[config.mk]
export PLATFORM = sky130hd
export DESIGN_NAME = gb_lcd_capture
export DESIGN_NICKNAME = d
export VERILOG_FILES = /design/src/rtl/gbvga_pkg.sv /design/src/rtl/gb_edge_qual.sv /design/src/rtl/gb_lcd_capture.sv
export SDC_FILE = /design/constraint.sdc
export NUM_CORES = 1
export LEC_CHECK = 0
export CORE_MARGIN = 1
export CORE_UTILIZATION = 25
export DETAILED_ROUTE_END_ITERATION = 16
export PLACE_DENSITY_LB_ADDON = 0.25
export SKIP_CTS_REPAIR_TIMING = 1
export SYNTH_ARGS = -nofsm -noshare
export SYNTH_HDL_FRONTEND = slang
export SYNTH_SLANG_ARGS = --single-unit
[constraint.sdc]
create_clock -name clk -period 2.8 [get_ports clk]
set_input_delay 0.28 -clock clk [delete_from_list [all_inputs] [get_ports clk]]
set_output_delay 0.28 -clock clk [all_outputs]
set_load 0.05 [all_outputs]
[src/rtl/gbvga_pkg.sv]
`default_nettype none
// ============================================================================
//  Module   : gbvga_pkg
//  Purpose  : Constants and types shared by the Game Boy LCD capture front end
//             and the VGA scan-out (frame geometry, framebuffer address width,
//             capture FSM state encoding).
//  Revision : 1.0  initial release
// ============================================================================
package gbvga_pkg;

  localparam int GB_H_PIX   = 160;
  localparam int GB_V_LINES = 144;
  localparam int FB_ADDR_W  = 15;

  typedef enum logic [0:0] {
    WAIT_VS = 1'b0,
    ACTIVE  = 1'b1
  } cap_state_t;

endpackage
`default_nettype wire

[src/rtl/gb_edge_qual.sv]
`default_nettype none
// ============================================================================
//  Module   : gb_edge_qual
//  Purpose  : Brings one asynchronous LCD strobe into the clk domain and
//             reports a qualified rising edge. The strobe must be seen high on
//             two consecutive samples after a low sample; a single-sample
//             glitch never produces an edge.
//  Ports    : clk       system clock
//             rst_n     asynchronous active-low reset
//             async_in  raw asynchronous strobe
//             rise      combinational qualified-rise flag (one clk wide)
//  Revision : 1.0  initial release
// ============================================================================
module gb_edge_qual #(
  parameter int SYNC_STAGES = 2  // must be >= 2
) (
  input  logic clk,
  input  logic rst_n,
  input  logic async_in,
  output logic rise
);

  logic [SYNC_STAGES-1:0] sync_q;
  // hist_q[0] is the newest synchronized sample, hist_q[2] the oldest
  logic [2:0]             hist_q;

  always_ff @(posedge clk or negedge rst_n) begin
    if (!rst_n) begin
      sync_q <= '0;
      hist_q <= '0;
    end else begin
      sync_q <= {sync_q[SYNC_STAGES-2:0], async_in};
      hist_q <= {hist_q[1:0], sync_q[SYNC_STAGES-1]};
    end
  end

  assign rise = (hist_q == 3'b011);

endmodule
`default_nettype wire

[src/rtl/gb_lcd_capture.sv]
`default_nettype none
// ============================================================================
//  Module   : gb_lcd_capture
//  Purpose  : Samples the Game Boy LCD bus on the system clock, tracks the
//             pixel/line position in each frame and emits single-cycle
//             framebuffer write strobes. Flags short/long lines and frames.
//  Ports    : clk, rst_n            system clock, async active-low reset
//             iclk, ihsync, ivsync  LCD pixel clock, line latch, frame sync
//             idata[1:0]            LCD pixel data
//             wr_addr, wr_data      framebuffer write address / data
//             wr_en                 one-cycle write strobe
//             frame_done            one-cycle pulse, complete frame received
//             line_err              one-cycle pulse, bad pixel count at hsync
//             frame_err             one-cycle pulse, bad line count at vsync
//             locked                high once the first vsync has been seen
//  Revision : 1.0  initial release
// ============================================================================
module gb_lcd_capture
  import gbvga_pkg::*;
#(
  parameter int H_PIX       = GB_H_PIX,
  parameter int V_LINES     = GB_V_LINES,
  parameter int ADDR_W      = FB_ADDR_W,
  parameter int SYNC_STAGES = 2
) (
  input  logic              clk,
  input  logic              rst_n,
  input  logic              iclk,
  input  logic              ihsync,
  input  logic              ivsync,
  input  logic [1:0]        idata,
  output logic [ADDR_W-1:0] wr_addr,
  output logic [1:0]        wr_data,
  output logic              wr_en,
  output logic              frame_done,
  output logic              line_err,
  output logic              frame_err,
  output logic              locked
);

  // x must reach H_PIX+1 (overrun marker), y must reach V_LINES
  localparam int XW = $clog2(H_PIX + 2);
  localparam int YW = $clog2(V_LINES + 1);
  localparam logic [XW-1:0] X_FULL = XW'(H_PIX);
  localparam logic [XW-1:0] X_OVR  = XW'(H_PIX + 1);
  localparam logic [YW-1:0] Y_FULL = YW'(V_LINES);

  logic pix_rise, hs_rise, vs_rise;

  gb_edge_qual #(.SYNC_STAGES(SYNC_STAGES)) u_clk_qual (
    .clk(clk), .rst_n(rst_n), .async_in(iclk),   .rise(pix_rise));
  gb_edge_qual #(.SYNC_STAGES(SYNC_STAGES)) u_hs_qual (
    .clk(clk), .rst_n(rst_n), .async_in(ihsync), .rise(hs_rise));
  gb_edge_qual #(.SYNC_STAGES(SYNC_STAGES)) u_vs_qual (
    .clk(clk), .rst_n(rst_n), .async_in(ivsync), .rise(vs_rise));

  // Data path: same synchronizer depth as the strobes, then two more flops
  // so data_dly_q[1] lines up with the first high iclk sample at the moment
  // the qualifier fires (that sample sits in the middle history slot).
  logic [1:0] data_sync_q [SYNC_STAGES];
  logic [1:0] data_dly_q  [2];

  always_ff @(posedge clk or negedge rst_n) begin
    if (!rst_n) begin
      for (int i = 0; i < SYNC_STAGES; i++) data_sync_q[i] <= '0;
      data_dly_q[0] <= '0;
      data_dly_q[1] <= '0;
    end else begin
      data_sync_q[0] <= idata;
      for (int i = 1; i < SYNC_STAGES; i++) data_sync_q[i] <= data_sync_q[i-1];
      data_dly_q[0] <= data_sync_q[SYNC_STAGES-1];
      data_dly_q[1] <= data_dly_q[0];
    end
  end

  cap_state_t        state_q, state_d;
  logic [XW-1:0]     x_q, x_d;
  logic [YW-1:0]     y_q, y_d;
  logic [ADDR_W-1:0] addr_d;
  logic [1:0]        data_d;
  logic              wr_en_d, frame_done_d, line_err_d, frame_err_d, locked_d;
  logic [ADDR_W-1:0] lin_addr;

  assign lin_addr = ADDR_W'(y_q) * ADDR_W'(H_PIX) + ADDR_W'(x_q);

  always_ff @(posedge clk or negedge rst_n) begin
    if (!rst_n) begin
      state_q    <= WAIT_VS;
      x_q        <= '0;
      y_q        <= '0;
      wr_addr    <= '0;
      wr_data    <= '0;
      wr_en      <= 1'b0;
      frame_done <= 1'b0;
      line_err   <= 1'b0;
      frame_err  <= 1'b0;
      locked     <= 1'b0;
    end else begin
      state_q    <= state_d;
      x_q        <= x_d;
      y_q        <= y_d;
      wr_addr    <= addr_d;
      wr_data    <= data_d;
      wr_en      <= wr_en_d;
      frame_done <= frame_done_d;
      line_err   <= line_err_d;
      frame_err  <= frame_err_d;
      locked     <= locked_d;
    end
  end

  // Edge priority within one clk: vsync, then hsync, then pixel clock.
  always_comb begin
    state_d      = state_q;
    x_d          = x_q;
    y_d          = y_q;
    addr_d       = wr_addr;
    data_d       = wr_data;
    wr_en_d      = 1'b0;
    frame_done_d = 1'b0;
    line_err_d   = 1'b0;
    frame_err_d  = 1'b0;
    locked_d     = locked;
    unique case (state_q)
      WAIT_VS: begin
        if (vs_rise) begin
          x_d      = '0;
          y_d      = '0;
          locked_d = 1'b1;
          state_d  = ACTIVE;
        end
      end
      ACTIVE: begin
        if (vs_rise) begin
          frame_done_d = (y_q == Y_FULL);
          frame_err_d  = (y_q != Y_FULL);
          x_d          = '0;
          y_d          = '0;
        end else if (hs_rise) begin
          line_err_d = (x_q != X_FULL);
          x_d        = '0;
          y_d        = (y_q == Y_FULL) ? y_q : y_q + YW'(1);
        end else if (pix_rise) begin
          if ((x_q < X_FULL) && (y_q < Y_FULL)) begin
            wr_en_d = 1'b1;
            addr_d  = lin_addr;
            data_d  = data_dly_q[1];
            x_d     = x_q + XW'(1);
          end else begin
            // park past the end so the next hsync reports the overrun
            x_d = X_OVR;
          end
        end
      end
      default: state_d = WAIT_VS;
    endcase
  end

endmodule
`default_nettype wire

==> results.tsv, run 1 <==
metric	value	unit
ys.flop_type	dfrtp_1	
io_pins	29	
clock_latency	0.33	ns
drv_cap	0	
first_pass_iters	4	
cpMostUsedCell	ha_1	
worstPathArrival	2.72	ns
finalCritPeriodShare	90.3	%
seqPwrFrac	35.9	%
final-instance-count-excl-fill	428	
crit_family	adder cells	
startpoint_type	flop	
seqCellArea	1550	sq um
syn_nets	272	
drcViolationCount	0	
p_int	2.10	mW
nFillCells	1114	
multiInputGateArea	1230	sq um
crit_path_max_fanout	7	
pwr-share-comb	24.2	%
wl_per_cell	12.3	microns
viasPerCell	4.51	
max_freq	0.396	GHz
final_common_cell	dfrtp_1	
cts_sinks	62	
slew_violations	0	
clock_path_buffers	2	
first_iter_violations	76	
place_hpwl	3.72	mm
critical_path.cell_chain	ha_1 > ha_1 > fa_1 > xor2_1 > nor3b_1 > nand4_1 > xnor2_1 > a21oi_1	
worst_path_largest_cell_delay	0.45	ns
required	2.99	ns
start_util	25.9	%
yosysSeqAreaShare	54.6	%
syn_area	2840	sq um
period_minus_slack	2.53	ns
grt_overflow_total	0	
port_buffers	28	
tns	0	ns
dpl.cell_count	412	
worstMarginPinSlew	0.746	ns
track_usage	10.1	%
ys_ff_latch	62	
syn_to_final_growth	28.1	%
die_x	109	microns
rsz0062_at_grt	false	
nets	311	
die_h	109	microns
final-hold-violation-count	0	
gp_congestion	0.723	
mostFrequentLayoutCells	dfrtp_1, clkdlybuf4s50_1, nor2_1, ha_1, o21ai_0	
cts_root_buffer	clkbuf_16	
synthArstFlopShare	100	%
final_area	3640	sq um
grt_pass1_vias	1932	
switchingPower	0.972	mW
cts_tree	done	
sw_frac_of_total	31.6	%
run_status	finished, final reports clean	
yosys.cell_types.count	48	
worstSetupPathType	flop to flop	
ir_drop	0.414	mV
setup_violations	0	
fp.coreArea	11000	sq um
yosysWarnings	0	
cp-end-kind	flop	
h-tree-depth	3	
slew_headroom	50.3	%
clock_skew	0.00813	ns
dpl_cell_area	3310	sq um
vias	1931	
synth-edff-count	0	
die_area	11800	sq um
ant_nets	0	
clkPwrFrac	39.8	%
cts_buffers	9	
avgSynthCellArea	11.7	sq um
grt_pass1_wl	9.18	mm
wirelength	5.28	mm
pre_cts_slack	0.257	ns
hp-class	input pin to asynchronous set/reset pin	
antenna_found_initial	0	
drive_above_1_share	11.8	%
power.density	843	nW/um^2
syn_inst	244	
crit_buf_inv	0	
fin_ws	0.273	ns
clkTransAtPathRegs	0.05	ns
grt_max_degree	34	
critPathSlowestCell	dfrtp_1	
power	3.07	mW
rows	38	
num_antenna_cells	0	
p_leak	1.66	nW
## cells in the mapped netlist, types with 5 or more instances
library cell | instances | area share, %
dfrtp_1 | 62 | 55
nor2_1 | 25 | 3.3
ha_1 | 19 | 8.4
o21ai_0 | 16 | 2.8
a21oi_1 | 12 | 2.1
nand2_1 | 12 | 1.6
inv_1 | 10 | 1.3
xor2_1 | 10 | 3.1
nand3_1 | 6 | 1.1
xnor2_1 | 6 | 1.8
mux2_1 | 5 | 2.0
mux2_2 | 5 | 2.0
nand4_1 | 5 | 1.1
## power groups by stage
stage          Clock (mW)  Combinational [mW]  Sequential, mW
2_1_floorplan           0               0.204            1.41
3_3_place_gp            0               0.750            1.12
3_5_place_dp            0               0.756            1.12
4_1_cts              1.26               0.758            1.11
5_1_grt              1.30               0.798            1.13
6_report             1.22               0.744            1.10
## cell families after synthesis
family,count (synthesis),share of synthesized area (%)
AO/OA/AOI/OAI,48,10.4
XOR/XNOR,16,4.93
adder cells (fa/ha/maj),21,9.77
buffers and inverters,14,2.24
flip-flops,62,54.6
multiplexers,11,4.31
AND/OR/NAND/NOR,72,13.8
## worst paths after layout
| path | cells after the start | slack [ns] | start | to |
|---|---|---|---|---|
| setup / recovery | 8 | 0.27 | y_q[3] | wr_addr[14] |
| max in group asynchronous | 2 | 2.16 | rst_n | x_q[5] |
| min in group clk | 0 | 0.35 | u_vs_qual.sync_q[0] | u_vs_qual.sync_q[1] |
| hold reg to reg | 0 | 0.35 | u_vs_qual.sync_q[0] | u_vs_qual.sync_q[1] |
| hold / removal | 1 | 0.02 | rst_n | u_hs_qual.sync_q[0] |
| setup reg to reg | 8 | 0.27 | y_q[3] | wr_addr[14] |
## registers in the layout, summed over array words and instances, names as in the netlist, 3 cells and up
signal	count
data_dly_q	4
data_sync_q	4
u_clk_qual.hist_q	3
u_hs_qual.hist_q	3
u_vs_qual.hist_q	3
wr_addr	15
x_q	8
y_q	8
## final cells by class
class	count	area share, %
sequential	62	42.6
multi-input combinational	168	33.7
timing repair buffer	32	8.72
clock buffer	10	6.56
tap	140	4.81
clock inverter	6	2.58
inverter	10	1.03
## layer usage
| layer | GRT usage, % | vias up | part of all wire, % |
|---|---|---|---|
| li1 | - | 938 | - |
| met1 | 12.5 | 954 | 47 |
| met2 | 16.2 | 28 | 48 |
| met3 | 3.23 | 11 | 3.3 |
| met4 | 3.96 | 0 | 1.7 |
| met5 | 0 | - | 0 |
## metrics by stage
step	hold slack (ns)	utilization [%]
5_1_grt	0.0769	33.2
4_1_cts	0.0446	33.2
6_report	0.0203	33.2
3_5_place_dp	0.336	30.1
2_1_floorplan	-0.0156	-
3_3_place_gp	0.332	30.1
No activity file was read; power rests on OpenSTA's default activity.
==> run 2, diff against run 1 <==
--- a/config.mk
+++ b/config.mk
@@ -5,6 +5,7 @@
 export SDC_FILE = /design/constraint.sdc
 export NUM_CORES = 1
 export LEC_CHECK = 0
+export CAP_MARGIN = 25
 export CORE_MARGIN = 1
 export CORE_UTILIZATION = 25
 export DETAILED_ROUTE_END_ITERATION = 16
@@ -12,4 +13,5 @@
 export SKIP_CTS_REPAIR_TIMING = 1
 export SYNTH_ARGS = -nofsm -noshare
 export SYNTH_HDL_FRONTEND = slang
+export SYNTH_HIERARCHICAL = 1
 export SYNTH_SLANG_ARGS = --single-unit
==> results.tsv, run 2 <==
metric	value	unit
run_status	finished, final reports clean	
yosysWarnings	6	
setup_violations	0	
syn_inst	272	
clock_skew	0.00632	ns
start_util	25.6	%
synth.most_common_cell	dfrtp_1	
antenna_found_initial	0	
hold_end	data_dly_q[1]	
required	3.05	ns
first_iter_violations	100	
mostFrequentLayoutCells	dfrtp_1, nand2_1, clkdlybuf4s50_1, nor2_1, o21ai_0	
crit_path_max_fanout	3	
power.density	723	nW/um^2
yosys.area.top_type	dfrtp_1	
cp-end-kind	flop	
gp_congestion	0.789	
period_minus_slack	2.74	ns
syn_to_final_growth	34.9	%
crit_family	adder cells	
yosys.cell_types.count	46	
power	2.83	mW
p_int	2.05	mW
vias	2126	
worstHoldStart	data_dly_q[3]	
num_antenna_cells	0	
seqPwrFrac	36.8	%
yosysTopAreaCellShare	53.4	%
ant_nets	0	
r2r_end	wr_addr[14]	
wl_per_cell	12.6	microns
synthArstFlopShare	100	%
ys_top_cells_by_count	dfrtp_1, nand2_1, nor2_1	
crit_buf_inv	1	
max_freq	0.365	GHz
cts_tree	done	
grt_overflow_total	0	
critical_path.cell_chain	ha_4 > ha_4 > fa_2 > buf_4 > a211oi_2 > or4b_1 > o2111ai_1 > or4_4 > a31oi_1	
place_hpwl	4.20	mm
die_h	110	microns
timing.rr.start	y_q[3]	
die_area	12100	sq um
syn_area	2910	sq um
drive_above_1_share	16.8	%
syn_nets	300	
grt_pass1_vias	2102	
synthAdderAreaFrac	9.56	%
worst_path_largest_cell_delay	0.52	ns
worstSetupPathType	flop to flop	
clock_path_buffers	2	
synth_top_family_by_area	simple AND/OR/NAND/NOR gates	
h-tree-depth	3	
rows	39	
slew_violations	0	
yosysSeqAreaShare	53.4	%
tns	0	ns
final-hold-violation-count	0	
switchingPower	0.787	mW
track_usage	10.8	%
rrSetupSlack	0.06	ns
clock_latency	0.32	ns
synth-xor-area-share	3.92	%
cpMostUsedCell	ha_4	
first_pass_iters	4	
viasPerCell	4.52	
startpoint_type	flop	
grt_max_degree	34	
grt_pass1_wl	9.82	mm
yosys-top-cells-area	dfrtp_1, ha_1, nand2_1	
synth_compound_area_share	13.3	%
die_x	110	microns
p_leak	1.75	nW
finalCritPeriodShare	97.9	%
synth-edff-count	0	
cts_sinks	62	
clkPwrFrac	42.9	%
cts_root_buffer	clkbuf_16	
fp.coreArea	11400	sq um
io_pins	29	
ys_ff_latch	62	
wirelength	5.93	mm
port_buffers	28	
worstPathArrival	2.99	ns
final_common_cell	dfrtp_1	
top_register	wr_addr	
synthMuxAreaShare	0.388	%
avgSynthCellArea	10.7	sq um
cts_buffers	9	
clkTransAtPathRegs	0.05	ns
sw_frac_of_total	27.8	%
biggestRegsByFlops	wr_addr: 15 flops, x_q: 8 flops, y_q: 8 flops	
ir_drop	0.373	mV
largest_register_ffs	15	
nets	350	
worstMarginPinSlew	0.520	ns
pwr-share-comb	20.2	%
drcViolationCount	0	
synth-simple-area-share	17.3	%
drv_cap	0	
slew_headroom	65.1	%
ys.flop_type	dfrtp_1	
rr_worst_depth	9	
hp-class	flop to flop	
critPathSlowestCell	or4_4	
holdPathStages	0	
run 2: cell count changes in the layout (fill, tap and decap cells not counted), sizes merged, moves of 3 or more:
cell    previous run  this run
a21oi             13         3
clkbuf            10        13
mux2              10         1
and3b              0         3
nand4              7         2
nand2             12        39
o31ai              1         5
buf                5        17
o21ai             19        27
a31oi              1         7
run 2: cell families after synthesis:
group           count (synthesis)
simple gates                  102
flops                          62
compound gates                 57
fa+ha+maj                      21
buf+inv                        16
xor+xnor                       13
mux                             1
run 2: final cells by class:
type,count,area (sq um)
fillers,1134,7450
well taps,143,179
clock inverters,3,65.1
repair buffers,45,418
inverters,10,37.5
flip-flops and latches,62,1550
multi-input cells,194,1400
clock buffers,13,270
run 2: worst max-delay path by stage:
stage           start           to  slack [ns]  depth (start not counted)
5_1_grt        y_q[3]  wr_addr[14]       -0.03                          9
3_5_place_dp   y_q[1]  wr_addr[14]        0.02                          8
6_report       y_q[3]  wr_addr[14]        0.06                          9
2_1_floorplan  y_q[3]  wr_addr[14]       0.004                          8
3_3_place_gp   y_q[1]  wr_addr[14]        0.05                          8
4_1_cts        y_q[1]  wr_addr[14]      -0.007                          8
run 2: per-layer routing:
layer	part of all wire (%)	track usage, %
met4	1.1	4.86
met5	0	0
met3	4.4	3.38
met2	46	16.6
met1	49	13.8
run 2: power groups by stage:
stage	Combinational, mW	Clock [mW]	Sequential [mW]
floorplan	0.161	0	1.24
finish	0.574	1.22	1.04
global placement	0.558	0	1.05
global route	0.625	1.29	1.06
CTS	0.569	1.26	1.04
detailed placement	0.563	0	1.06
run 2: worst reg2reg max path, delay by kind of cell (launching register included):
family / cells / cell delay (ns)
AOI/OAI and AO/OA: 3 / 0.57
adders and majority gates: 3 / 0.83
DFF: 1 / 0.42
and+or+nand+nor: 2 / 0.69
buffers and inverters: 1 / 0.15
run 2: metrics by stage:
stage	cell area [sq um]	worst slack [ns]	cells	hold WS [ns]	util, %
6_report	3920	0.0599	470	0.344	34.5
5_1_grt	3920	-0.0314	470	0.348	34.5
4_1_cts	3800	-0.00734	468	-0.119	33.4
3_5_place_dp	3460	0.0212	452	0.233	30.4
3_3_place_gp	3440	0.0453	451	0.332	30.3
2_1_floorplan	2910	0.00360	272	-0.0156	-
